<file path="src/rtl/mem_stage_lsu.sv">
// MEM-stage load/store unit: runs one req/gnt/rvalid bus transaction per load or store,
// stalls the pipeline while it is in flight and formats load data for MEM/WB.
module mem_stage_lsu #(
  parameter int unsigned TIMEOUT = 255
) (
  input  logic        clock,
  input  logic        reset,
  input  logic        MemReadM,
  input  logic        MemWriteM,
  input  logic [2:0]  Funct3M,
  input  logic [31:0] ALUResultM,
  input  logic [31:0] WriteDataM,
  output logic [31:0] ReadDataM,
  output logic        StallM,
  output logic        MisalignM,
  output logic        BusErrM,
  output logic        bus_req,
  output logic        bus_we,
  output logic [31:0] bus_addr,
  output logic [31:0] bus_wdata,
  output logic [3:0]  bus_wstrb,
  input  logic        bus_gnt,
  input  logic        bus_rvalid,
  input  logic [31:0] bus_rdata
);

  typedef enum logic [1:0] {IDLE, REQ, WAIT, DONE} state_t;

  localparam logic [7:0] TO_LAST = 8'(TIMEOUT - 1);

  state_t      state, stateNext;
  logic [7:0]  toCnt;
  logic [31:0] addrQ, wdataQ, rdataQ;
  logic [3:0]  wstrbQ;
  logic        weQ, errQ;
  logic [2:0]  funct3Q;

  logic        access, legal, misal, bad, acc, timeoutHit;
  logic [31:0] stWdata, shifted, loadFmt;
  logic [3:0]  stWstrb;
  logic [15:0] halfSel;

  assign access = MemReadM | MemWriteM;

  always_comb begin
    legal = 1'b0;
    case (Funct3M)
      3'b000, 3'b001, 3'b010: legal = 1'b1;
      3'b100, 3'b101:         legal = MemReadM;
      default:                legal = 1'b0;
    endcase
  end

  assign misal = ((Funct3M[1:0] == 2'b01) && ALUResultM[0]) ||
                 ((Funct3M[1:0] == 2'b10) && (ALUResultM[1:0] != 2'b00));
  assign bad   = ~legal | misal;
  assign acc   = access & ~bad;

  always_comb begin
    stWdata = WriteDataM;
    stWstrb = 4'hF;
    case (Funct3M[1:0])
      2'b00: begin
        stWdata = {4{WriteDataM[7:0]}};
        stWstrb = 4'b0001 << ALUResultM[1:0];
      end
      2'b01: begin
        stWdata = {2{WriteDataM[15:0]}};
        stWstrb = 4'b0011 << {ALUResultM[1], 1'b0};
      end
      default: begin
        stWdata = WriteDataM;
        stWstrb = 4'hF;
      end
    endcase
  end

  // The same counter serves the grant wait and the read-data wait.
  assign timeoutHit = (toCnt == TO_LAST);

  always_comb begin
    stateNext = state;
    case (state)
      IDLE: if (acc) stateNext = REQ;
      REQ: begin
        if (bus_gnt)         stateNext = weQ ? DONE : WAIT;
        else if (timeoutHit) stateNext = DONE;
      end
      WAIT: if (bus_rvalid || timeoutHit) stateNext = DONE;
      DONE: stateNext = IDLE;
      default: stateNext = IDLE;
    endcase
  end

  always_ff @(posedge clock or posedge reset) begin
    if (reset) begin
      state   <= IDLE;
      toCnt   <= 8'd0;
      addrQ   <= 32'd0;
      wdataQ  <= 32'd0;
      rdataQ  <= 32'd0;
      wstrbQ  <= 4'd0;
      weQ     <= 1'b0;
      errQ    <= 1'b0;
      funct3Q <= 3'd0;
    end else begin
      state <= stateNext;
      case (state)
        IDLE: begin
          if (acc) begin
            addrQ   <= ALUResultM;
            weQ     <= MemWriteM;
            funct3Q <= Funct3M;
            wdataQ  <= stWdata;
            wstrbQ  <= MemWriteM ? stWstrb : 4'd0;
            toCnt   <= 8'd0;
            errQ    <= 1'b0;
            rdataQ  <= 32'd0;
          end
        end
        REQ: begin
          if (bus_gnt) begin
            toCnt <= 8'd0;
          end else begin
            toCnt <= toCnt + 8'd1;
            if (timeoutHit) errQ <= 1'b1;
          end
        end
        WAIT: begin
          toCnt <= toCnt + 8'd1;
          if (bus_rvalid)      rdataQ <= bus_rdata;
          else if (timeoutHit) errQ   <= 1'b1;
        end
        default: ;
      endcase
    end
  end

  assign shifted = rdataQ >> {addrQ[1:0], 3'b000};
  assign halfSel = addrQ[1] ? rdataQ[31:16] : rdataQ[15:0];

  always_comb begin
    case (funct3Q)
      3'b000:  loadFmt = {{24{shifted[7]}}, shifted[7:0]};
      3'b100:  loadFmt = {24'd0, shifted[7:0]};
      3'b001:  loadFmt = {{16{halfSel[15]}}, halfSel};
      3'b101:  loadFmt = {16'd0, halfSel};
      default: loadFmt = rdataQ;
    endcase
  end

  // StallM/MisalignM are combinational on the inputs, so force them low during reset.
  assign StallM    = ~reset & (((state == IDLE) & acc) | (state == REQ) | (state == WAIT));
  assign MisalignM = ~reset & (state == IDLE) & access & bad;
  assign BusErrM   = (state == DONE) & errQ;
  assign ReadDataM = (state == DONE) ? loadFmt : 32'd0;

  assign bus_req   = (state == REQ);
  assign bus_we    = weQ;
  assign bus_addr  = {addrQ[31:2], 2'b00};
  assign bus_wdata = wdataQ;
  assign bus_wstrb = wstrbQ;

endmodule
</file>
<file path="config.mk">
export PLATFORM = sky130hd
export DESIGN_NAME = mem_stage_lsu
export DESIGN_NICKNAME = d
export VERILOG_FILES = /design/src/rtl/mem_stage_lsu.sv
export SDC_FILE = /design/constraint.sdc
export NUM_CORES = 1
export LEC_CHECK = 0
export ABC_AREA = 1
export CAP_MARGIN = 20
export CELL_PAD_IN_SITES_DETAIL_PLACEMENT = 1
export CELL_PAD_IN_SITES_GLOBAL_PLACEMENT = 1
export CORE_MARGIN = 3
export CORE_UTILIZATION = 35
export CTS_CLUSTER_SIZE = 20
export DETAILED_ROUTE_END_ITERATION = 8
export PLACE_DENSITY_LB_ADDON = 0.3
export SLEW_MARGIN = 30
export SYNTH_ARGS = -nofsm -noshare
export SYNTH_HDL_FRONTEND = slang
export SYNTH_SLANG_ARGS = --single-unit
</file>
<file path="constraint.sdc">
create_clock -name clock -period 8.5 [get_ports clock]
set_input_delay 1.7 -clock clock [delete_from_list [all_inputs] [get_ports clock]]
set_output_delay 1.7 -clock clock [all_outputs]
set_load 0.05 [all_outputs]
</file>
==> impl_metrics.yaml, run 1 <==
worst_setup_path:
  critical-path-slowest-cell: "clkdlybuf4s50_1"
  end_kind: "output pin"
  worst-setup-path-type: "in2out"
  ff2ff_setup_slack_ns: 5.92
  timing.critical_path.cells: "clkdlybuf4s50_1 > buf_4 > inv_1 > nand2_1 > nand2_1 > a21oi_1 > clkdlybuf4s50_1"
  endpoint_of_the_worst_slack_reg_to_reg_timing_path: "bus_wstrb[3]$_DFFE_PP0P_"
  setup.worst_path.start_class: "primary input"
  worstPathRequired_ns: 6.80
  worst-path-max-fanout: 39
  worstReg2RegStart: "state[0]$_DFFE_PP0P_"
  rr_worst_depth: 8
  timing.critical_path.arrival_ns: 3.93
  timing.critical_path.slowest_cell_delay_ns: 0.87
timing:
  finalWorstSetupSlack_ns: 2.871
  setup_viol: 0
  setup_total_negative_slack_ns: 0
  measured_slew_at_the_worst_slew_check_pin_ns: 0.9147
  period_needed_ns: 5.629
  timing.max_slew.rel_slack_pct: 39.02
  finalHoldViolations: 0
  skew_ns: 0.007754
  setup_repair_after_global_routing_missed_its_margin: "no"
  max_freq_mhz: 177.6
  finalMaxSlewViolations: 0
  final.period_utilization_pct: 66.23
finish:
  multi_input_gate_area_in_the_final_layout_um2: 2616
  nets: 1086
  final_cell_mix: "nand2_1, clkdlybuf4s50_1, dfrtp_1, nor2_1, o21ai_1"
  seq_area_um2: 2878
  utilization_of_the_core_after_routing_pct: 51.20
  antenna_cells_inserted: 0
  layout_commonest_cell: "nand2_1"
  area_delta_synth_final_pct: 40.22
  finished_layout_cell_area_um2: 8641
  post_route_cells_drive_above_1_share_pct: 4.863
  layout.filler_cells: 2065
cts:
  hold_buffers: 0
  cts-root-buf: "clkbuf_16"
  cts.htree.levels: 4
  clockBufferDepth: 2
  clock_insertion_delay_worst_skew_ns: 0.41
  tritoncts.num_buffers: 17
  cts.clk_slew.worst_paths_ns: 0.05
  cts_sinks: 115
  post_cts_resized: 0
  tritoncts: "built"
  cts_setup_buffers: 0
placed_design:
  io_buffers: 207
  pre_cts_ws_ns: 2.897
  hpwl_um: 14020
  place_congestion: 0.8020
  post_dp_cell_area_um2: 8080
detailed_routing:
  met3RoutedLength_um: 1479
  vias_after_detailed_routing: 5928
  drc: 0
  initialDrtViolationCount: 317
  route.final.wire_length_um: 20020
  met2WireLength_um: 9460
  antenna_left: 0
  vias_per_cell: 4.911
  firstDrtPassIters: 4
  highest-signal-layer: "met4"
  wl_met1_um: 8751
  routed_wirelength_normalized_by_instance_count_um: 16.59
global_route:
  global_route.overflow_total: 0
  number_of_antenna_violations_at_the_first_check_in_global_routing: 0
  grt_pass1_wl_um: 32440
  first_global_vias: 6161
  grt_max_degree: 93
  grt_use_total_pct: 20.77
hold_path:
  holdCritPathClass: "reg2reg"
  worst_hold_path.endpoint: "addrQ[25]$_DFFE_PP0P_"
  hold_startpoint: "addrQ[25]$_DFFE_PP0P_"
  timing.hold.worst_path_depth: 2
floorplan:
  core.rowCount: 47
  floorplan.initialDensity_pct: 36.51
  dieArea_um2: 19230
  pin_count: 210
  placeableCoreArea_um2: 16880
  die_width_um: 138.7
  die_h_um: 138.7
yosys:
  yosys_warnings: 0
  synth.top_cells.by_area: "dfrtp_1, nand2_1, buf_4"
  synth.distinct_cells: 34
  synth.largest_area_cell: "dfrtp_1"
  synth_area_per_cell_um2: 7.580
  share_of_yosys_cell_area_claimed_by_the_top_area_cell_type_pct: 46.70
  post_synth_instance_area_um2: 6162
  ys_ff_latch: 115
  post_synth_inst_count: 813
  seq_area_frac_synth_pct: 46.70
power:
  leakage_uw: 0.003999
  peak_ir_drop_on_the_vdd_network_mv: 0.2195
  p_total_uw: 3493
  power.density_nw_per_um2: 404.3
job:
  cap_viol_max_count: 0
run_status:
  result_of_the_run: "finished clean"
## registers in the layout, summed over array words and instances, names as in the netlist
| register | cells |
|---|---|
| addrQ | 32 |
| bus_wdata | 32 |
| bus_wstrb | 4 |
| state | 2 |
| bus_we | 1 |
| rdataQ | 32 |
| errQ | 1 |
| funct3Q | 3 |
| toCnt | 8 |
## cell families (layout without fill, tap and decap cells)
| logic type | count (synthesis) | after routing | synth area share [%] |
|---|---|---|---|
| AND/OR/NAND/NOR | 408 | 408 | 26.64 |
| adder cells (fa/ha/maj) | 7 | 7 | 1.421 |
| flip-flops | 115 | 115 | 46.70 |
| AO/OA/AOI/OAI | 157 | 157 | 14.01 |
| XOR/XNOR | 1 | 1 | 0.1422 |
| buffers and inverters | 124 | 297 | 11.03 |
| other | 1 | 2 | 0.06086 |
## critical path, delay by kind of cell
kind | cells | cell delay [ns]
AND/OR/NAND/NOR | 2 | 0.21
buffers and inverters | 4 | 1.79
AO/OA/AOI/OAI | 1 | 0.19
## per-layer routing
layer / global-route usage (%) / up-vias
li1: - / 2888
met1: 26.47 / 2824
met3: 6.552 / 23
met4: 6.797 / 0
met2: 33.74 / 193
met5: 0 / -
## stage by stage
step | cells | hold WS, ns
CTS | 1207 | 0.4800
detailed placement | 1175 | 0.4685
global placement | 1175 | 0.4616
global route | 1207 | 0.5046
floorplan | 814 | 0.4500
finish | 1207 | 0.4791
## worst max path at each step
stage	endpoint	slack (ns)	cells after the start	start
after floorplan	MisalignM	1.73	3	reset
after global placement	MisalignM	2.93	7	Funct3M[1]
after detailed placement	StallM	2.90	7	Funct3M[0]
after CTS	MisalignM	2.84	5	reset
after global routing	MisalignM	2.71	7	Funct3M[1]
final	MisalignM	2.87	7	Funct3M[1]
## Yosys cell counts
master and instances:
o22ai_1 1, o21bai_1 2, xor2_1 1, nand4_1 3, a211oi_1 6, inv_1 49, a21boi_0 1, buf_2 6
nor3_1 1, o21a_1 5, o31ai_1 6, nand3_2 2, a21oi_1 36, o21ai_0 39, nand2_4 1, o21ai_1 50
buf_6 5, clkbuf_1 15, nor2_8 1, a31oi_1 2, inv_2 3, nand2_1 300, conb_1 1, nand2_2 3
nand3b_1 1, nand2_8 1, nor2_1 65, nand3_1 30, o211ai_1 8, clkinv_1 1, buf_4 45, a21oi_2 1
ha_1 7, dfrtp_1 115
## cell type report
type / instances / share of cell area (%)
clock inverter: 10 / 0.9557
clock buffer: 22 / 5.488
tap: 220 / 3.186
multi-input combinational: 575 / 30.28
timing repair buffer: 212 / 24.46
sequential: 115 / 33.30
inverter: 53 / 2.331
## where the power goes
| group | internal, µW | switching, µW | leakage (µW) |
|---|---|---|---|
| clock | 421 | 255 | 0.000271 |
| sequential | 748 | 147 | 0.00148 |
| combinational | 585 | 1340 | 0.00225 |
(Power assumes the default switching activity.)
==> run 2, diff against run 1 <==
- CORE_UTILIZATION: 35 -> 32
- clock period: 8.5 -> 5.4 ns (I/O delays scaled with it)
==> run 2 against run 1 <==
  * Routed wire length about the same
  * Count of clock-buffer cells in the layout down 4
  * Global-route usage down 1.1 points
  * Register-to-register slack worse by 2.9 ns
  * Final area up 1.6%
  * Sequential power up 56%
  * Sequential cell count unchanged
  * Critical endpoint is now ReadDataM[16]
  * Largest cell class unchanged
  * Largest power group unchanged
  * Highest routed layer unchanged
==> impl_metrics.yaml, run 2 (same netlist as run 1, synthesis figures left out) <==
detailed_routing:
  antenna_left: 0
  routed_wirelength_normalized_by_instance_count_um: 16.03
  firstDrtPassIters: 4
  vias_per_cell: 4.732
  route.final.wire_length_um: 20020
  drc: 0
  vias_after_detailed_routing: 5910
  initialDrtViolationCount: 291
placed_design:
  place_congestion: 0.8247
  pre_cts_ws_ns: 1.493
  hpwl_um: 13960
  io_buffers: 207
timing:
  finalWorstSetupSlack_ns: 1.040
  measured_slew_at_the_worst_slew_check_pin_ns: 0.9116
  setup_repair_after_global_routing_missed_its_margin: "no"
  final.period_utilization_pct: 80.73
  skew_ns: 0.01055
  setup_total_negative_slack_ns: 0
  finalHoldViolations: 0
  period_needed_ns: 4.360
  finalMaxSlewViolations: 0
  max_freq_mhz: 229.4
  setup_viol: 0
  timing.max_slew.rel_slack_pct: 39.22
floorplan:
  dieArea_um2: 20960
  core.rowCount: 50
  die_h_um: 144.8
  pin_count: 210
  die_width_um: 144.8
  floorplan.initialDensity_pct: 32.72
  placeableCoreArea_um2: 18830
global_route:
  global_route.overflow_total: 0
  met3_global_route_usage_pct: 6.934
  gr-usage-met1_pct: 24.77
  grt_max_degree: 93
  use_met2_pct: 32.01
  grt_use_total_pct: 19.70
  busiest_layer: "met2"
  first_global_vias: 6024
  number_of_antenna_violations_at_the_first_check_in_global_routing: 0
  grt_pass1_wl_um: 32360
power:
  power.switching_fraction_pct: 49.23
  p_sw_uw: 2761
  p_seq_share_pct: 24.9
  leakage_uw: 0.004033
  internal_power_uw: 2847
  clock_power_share_pct: 21.1
  comb_power_share_pct: 54.0
  peak_ir_drop_on_the_vdd_network_mv: 0.2690
  power.density_nw_per_um2: 639.0
finish:
  layout_commonest_cell: "nand2_1"
  final_cell_mix: "nand2_1, clkdlybuf4s50_1, dfrtp_1, nor2_1, o21ai_1"
  antenna_cells_inserted: 0
  layout.filler_cells: 2294
  nets: 1088
  post_route_cells_drive_above_1_share_pct: 5.460
  area_delta_synth_final_pct: 42.42
cts:
  clock_insertion_delay_worst_skew_ns: 0.42
  hold_buffers: 0
  cts.clk_slew.worst_paths_ns: 0.06
  clockBufferDepth: 2
  cts-root-buf: "clkbuf_16"
  tritoncts.num_buffers: 17
  post_cts_resized: 0
  cts_setup_buffers: 0
  tritoncts: "built"
  cts_sinks: 115
  cts.htree.levels: 4
worst_setup_path:
  path_delay_family: "buffers and inverters"
  end_kind: "output pin"
  cpMostUsedCell: "nand2_1"
  timing.critical_path.arrival_ns: 3.28
  setup.worst_path.start_class: "flop"
  timing.critical_path.slowest_cell_delay_ns: 0.83
  critical_path_buf_inv_count: 2
  critical-path-slowest-cell: "clkdlybuf4s50_1"
  timing.critical_path.cells: "inv_1 > nand2_1 > nor2_1 > nand2_1 > nand3_1 > nand2_1 > nor2_1 > clkdlybuf4s50_1"
  worst-setup-path-type: "reg2out"
  worst-path-max-fanout: 20
  worstPathRequired_ns: 4.32
run_status:
  result_of_the_run: "finished clean"
hold_path:
  holdCritPathClass: "reg2reg"
job:
  cap_viol_max_count: 0
[run 2: final timing paths]
| kind | from | cells past startpoint | end | slack (ns) |
|---|---|---|---|---|
| max in group asynchronous | reset | 4 | addrQ[10]$_DFFE_PP0P_ | 3.04 |
| worst max-delay path | funct3Q[1]$_DFFE_PP0P_ | 8 | ReadDataM[16] | 1.04 |
| worst min-delay path | addrQ[18]$_DFFE_PP0P_ | 2 | addrQ[18]$_DFFE_PP0P_ | 0.48 |
| min in group asynchronous | reset | 3 | state[1]$_DFFE_PP0P_ | 1.27 |
| worst min register to register | addrQ[18]$_DFFE_PP0P_ | 2 | addrQ[18]$_DFFE_PP0P_ | 0.48 |
| worst max register to register | state[0]$_DFFE_PP0P_ | 9 | bus_wdata[15]$_DFFE_PP0P_ | 2.97 |
[run 2: per-layer routing]
metal  part of all wire, %  vias up  wire length (µm)
li1                      -     2901                 -
met1                    43     2812              8612
met2                    47      173              9399
met3                   8.1       24              1630
met4                   1.9        0               376
met5                     0        -                 0
[run 2: cell type report]
class	count	area [µm²]	share of cell area, %
flip-flops and latches	115	2878	32.79
clock inverters	14	178.9	2.039
inverters	53	202.7	2.310
clock buffers	18	439.2	5.004
well taps	260	325.3	3.707
multi-input cells	575	2616	29.81
repair buffers	214	2136	24.34
[run 2: worst reg2reg max path, stage by stage, from the launching register on]
cell and delay (ns):
dfrtp_1 0.40, inv_1 0.18, ha_1 0.34, inv_2 0.07, nor2_1 0.25, nand3_4 0.12, inv_2 0.35, buf_4 0.36
nand3_1 0.13, o21a_1 0.12
[run 2: metrics by stage]
stage          std cells  instance area [µm²]  total power, µW  util [%]  hold WS [ns]
6_report            1249                 8776             5608     46.60        0.4760
2_1_floorplan        814                 6170             3627         -        0.4500
3_5_place_dp        1217                 8158             4452     43.32        0.4651
5_1_grt             1249                 8776             5977     46.60        0.4941
3_3_place_gp        1217                 8154             4408     43.30        0.4611
4_1_cts             1249                 8776             5687     46.60        0.4815
[run 2: power groups by stage]
stage | registers [µW] | logic [µW] | clock network, µW
final | 1400 | 3030 | 1180
after global routing | 1450 | 3280 | 1250
after CTS | 1400 | 3070 | 1210
after global placement | 1400 | 3010 | 0
after detailed placement | 1400 | 3050 | 0
after floorplan | 1790 | 1840 | 0
==> run 3, diff against run 2 <==
- clock period: 5.4 -> 4.25 ns (I/O delays scaled with it)
==> run 3 against run 2 <==
  * Critical path depth fell by 2
  * Register-to-register slack got worse by 1.0 ns
  * Utilization rose by 0.086 points
  * Sequential cell count did not move
  * Total power rose by 28%
  * Sequential power rose by 26%
  * Largest cell class unchanged
==> impl_metrics.yaml, run 3 (same netlist as run 1, synthesis figures left out) <==
run_status:
  result_of_the_run: "finished clean"
floorplan:
  floorplan.initialDensity_pct: 32.72
  pin_count: 210
  core.rowCount: 50
  die_h_um: 144.8
  die_width_um: 144.8
  dieArea_um2: 20960
  placeableCoreArea_um2: 18830
power:
  comb_power_share_pct: 53.8
  p_sw_uw: 3473
  leakage_uw: 0.004056
  power.density_nw_per_um2: 816.1
  power.switching_fraction_pct: 48.41
  clock_power_share_pct: 21.6
  p_seq_share_pct: 24.7
  internal_power_uw: 3702
  peak_ir_drop_on_the_vdd_network_mv: 0.4001
finish:
  post_route_cells_drive_above_1_share_pct: 5.460
  area_delta_synth_final_pct: 42.68
  antenna_cells_inserted: 0
  nets: 1088
  instances_no_fill: 1249
  final_cell_mix: "nand2_1, clkdlybuf4s50_1, dfrtp_1, nor2_1, o21ai_1"
  layout_commonest_cell: "nand2_1"
  utilization_of_the_core_after_routing_pct: 46.69
worst_setup_path:
  ff2ff_setup_slack_ns: 1.93
  critical_path_buf_inv_count: 3
  end_kind: "output pin"
  timing.critical_path.arrival_ns: 2.95
  critical-path-slowest-cell: "clkdlybuf4s50_1"
  setup.worst_path.start_class: "flop"
  worst-path-max-fanout: 37
  path_delay_family: "buffers and inverters"
  worstPathRequired_ns: 3.40
  timing.critical_path.cells: "inv_1 > buf_4 > nand3_1 > nand2_1 > nor2_1 > clkdlybuf4s50_1"
  worst-setup-path-type: "reg2out"
  timing.critical_path.slowest_cell_delay_ns: 0.83
job:
  cap_viol_max_count: 0
timing:
  skew_ns: 0.01008
  timing.max_slew.rel_slack_pct: 39.04
  finalMaxSlewViolations: 0
  period_needed_ns: 3.801
  setup_repair_after_global_routing_missed_its_margin: "no"
  final_hold_slack_ns: 0.4754
  max_freq_mhz: 263.1
  setup_viol: 0
  measured_slew_at_the_worst_slew_check_pin_ns: 0.9144
  setup_total_negative_slack_ns: 0
  finalHoldViolations: 0
  final.period_utilization_pct: 89.42
  finalWorstSetupSlack_ns: 0.4495
cts:
  clockBufferDepth: 2
  cts.clk_slew.worst_paths_ns: 0.05
  cts_setup_buffers: 0
  tritoncts: "built"
  tritoncts.num_buffers: 17
  cts.htree.levels: 4
  clock_insertion_delay_worst_skew_ns: 0.42
  cts-root-buf: "clkbuf_16"
  post_cts_resized: 0
  hold_buffers: 0
  cts_sinks: 115
placed_design:
  hpwl_um: 14160
  dp.cells: 1217
  pre_cts_ws_ns: 0.9143
  place_congestion: 0.8582
  io_buffers: 207
detailed_routing:
  vias_per_cell: 4.746
  antenna_left: 0
  vias_after_detailed_routing: 5928
  route.final.wire_length_um: 20130
  routed_wirelength_normalized_by_instance_count_um: 16.12
  initialDrtViolationCount: 250
  drc: 0
  firstDrtPassIters: 4
global_route:
  first_global_vias: 6145
  grt_pass1_wl_um: 32100
  grt_max_degree: 93
  global_route.overflow_total: 0
  grt_use_total_pct: 19.57
  number_of_antenna_violations_at_the_first_check_in_global_routing: 0
hold_path:
  holdCritPathClass: "reg2reg"
-- run 3: layout make-up --
type / count / area [µm²]
clock buffers: 23 / 478.0
clock inverters: 9 / 151.4
fillers: 2252 / 10040
inverters: 53 / 202.7
multi-input cells: 575 / 2616
flip-flops and latches: 115 / 2878
well taps: 260 / 325.3
repair buffers: 214 / 2141
-- run 3: final timing paths --
check	start	to	cells past startpoint
worst min register to register	addrQ[15]$_DFFE_PP0P_	addrQ[15]$_DFFE_PP0P_	2
worst max-delay path	funct3Q[1]$_DFFE_PP0P_	ReadDataM[17]	6
worst max register to register	state[1]$_DFFE_PP0P_	addrQ[8]$_DFFE_PP0P_	9
min in group asynchronous	reset	addrQ[26]$_DFFE_PP0P_	3
worst min-delay path	addrQ[15]$_DFFE_PP0P_	addrQ[15]$_DFFE_PP0P_	2
max in group asynchronous	reset	addrQ[18]$_DFFE_PP0P_	4
-- run 3: routing by layer --
metal	vias to the layer above	GRT usage [%]	wire length (µm)
met4	0	7.118	439
met3	30	6.704	1663
met1	2828	24.06	8578
met2	169	31.94	9449
li1	2901	-	-
met5	-	0	0
-- run 3: through the flow --
stage | total power, µW | cell area, µm²
after floorplan | 4609 | 6170
after global placement | 5595 | 8159
after detailed placement | 5658 | 8163
after CTS | 7259 | 8792
after global routing | 7629 | 8792
final | 7175 | 8792
-- run 3: power groups by stage --
stage	Clock, µW	Combinational [µW]	Sequential, µW
2_1_floorplan	0	2340	2270
3_3_place_gp	0	3830	1770
3_5_place_dp	0	3880	1780
4_1_cts	1580	3910	1770
5_1_grt	1630	4170	1830
6_report	1550	3860	1770
-- run 3: tightest hold or removal path: stages (launching register included) --
cell and delay (ns):
dfrtp_1 0.34, nand2_1 0.05, nand2_1 0.05
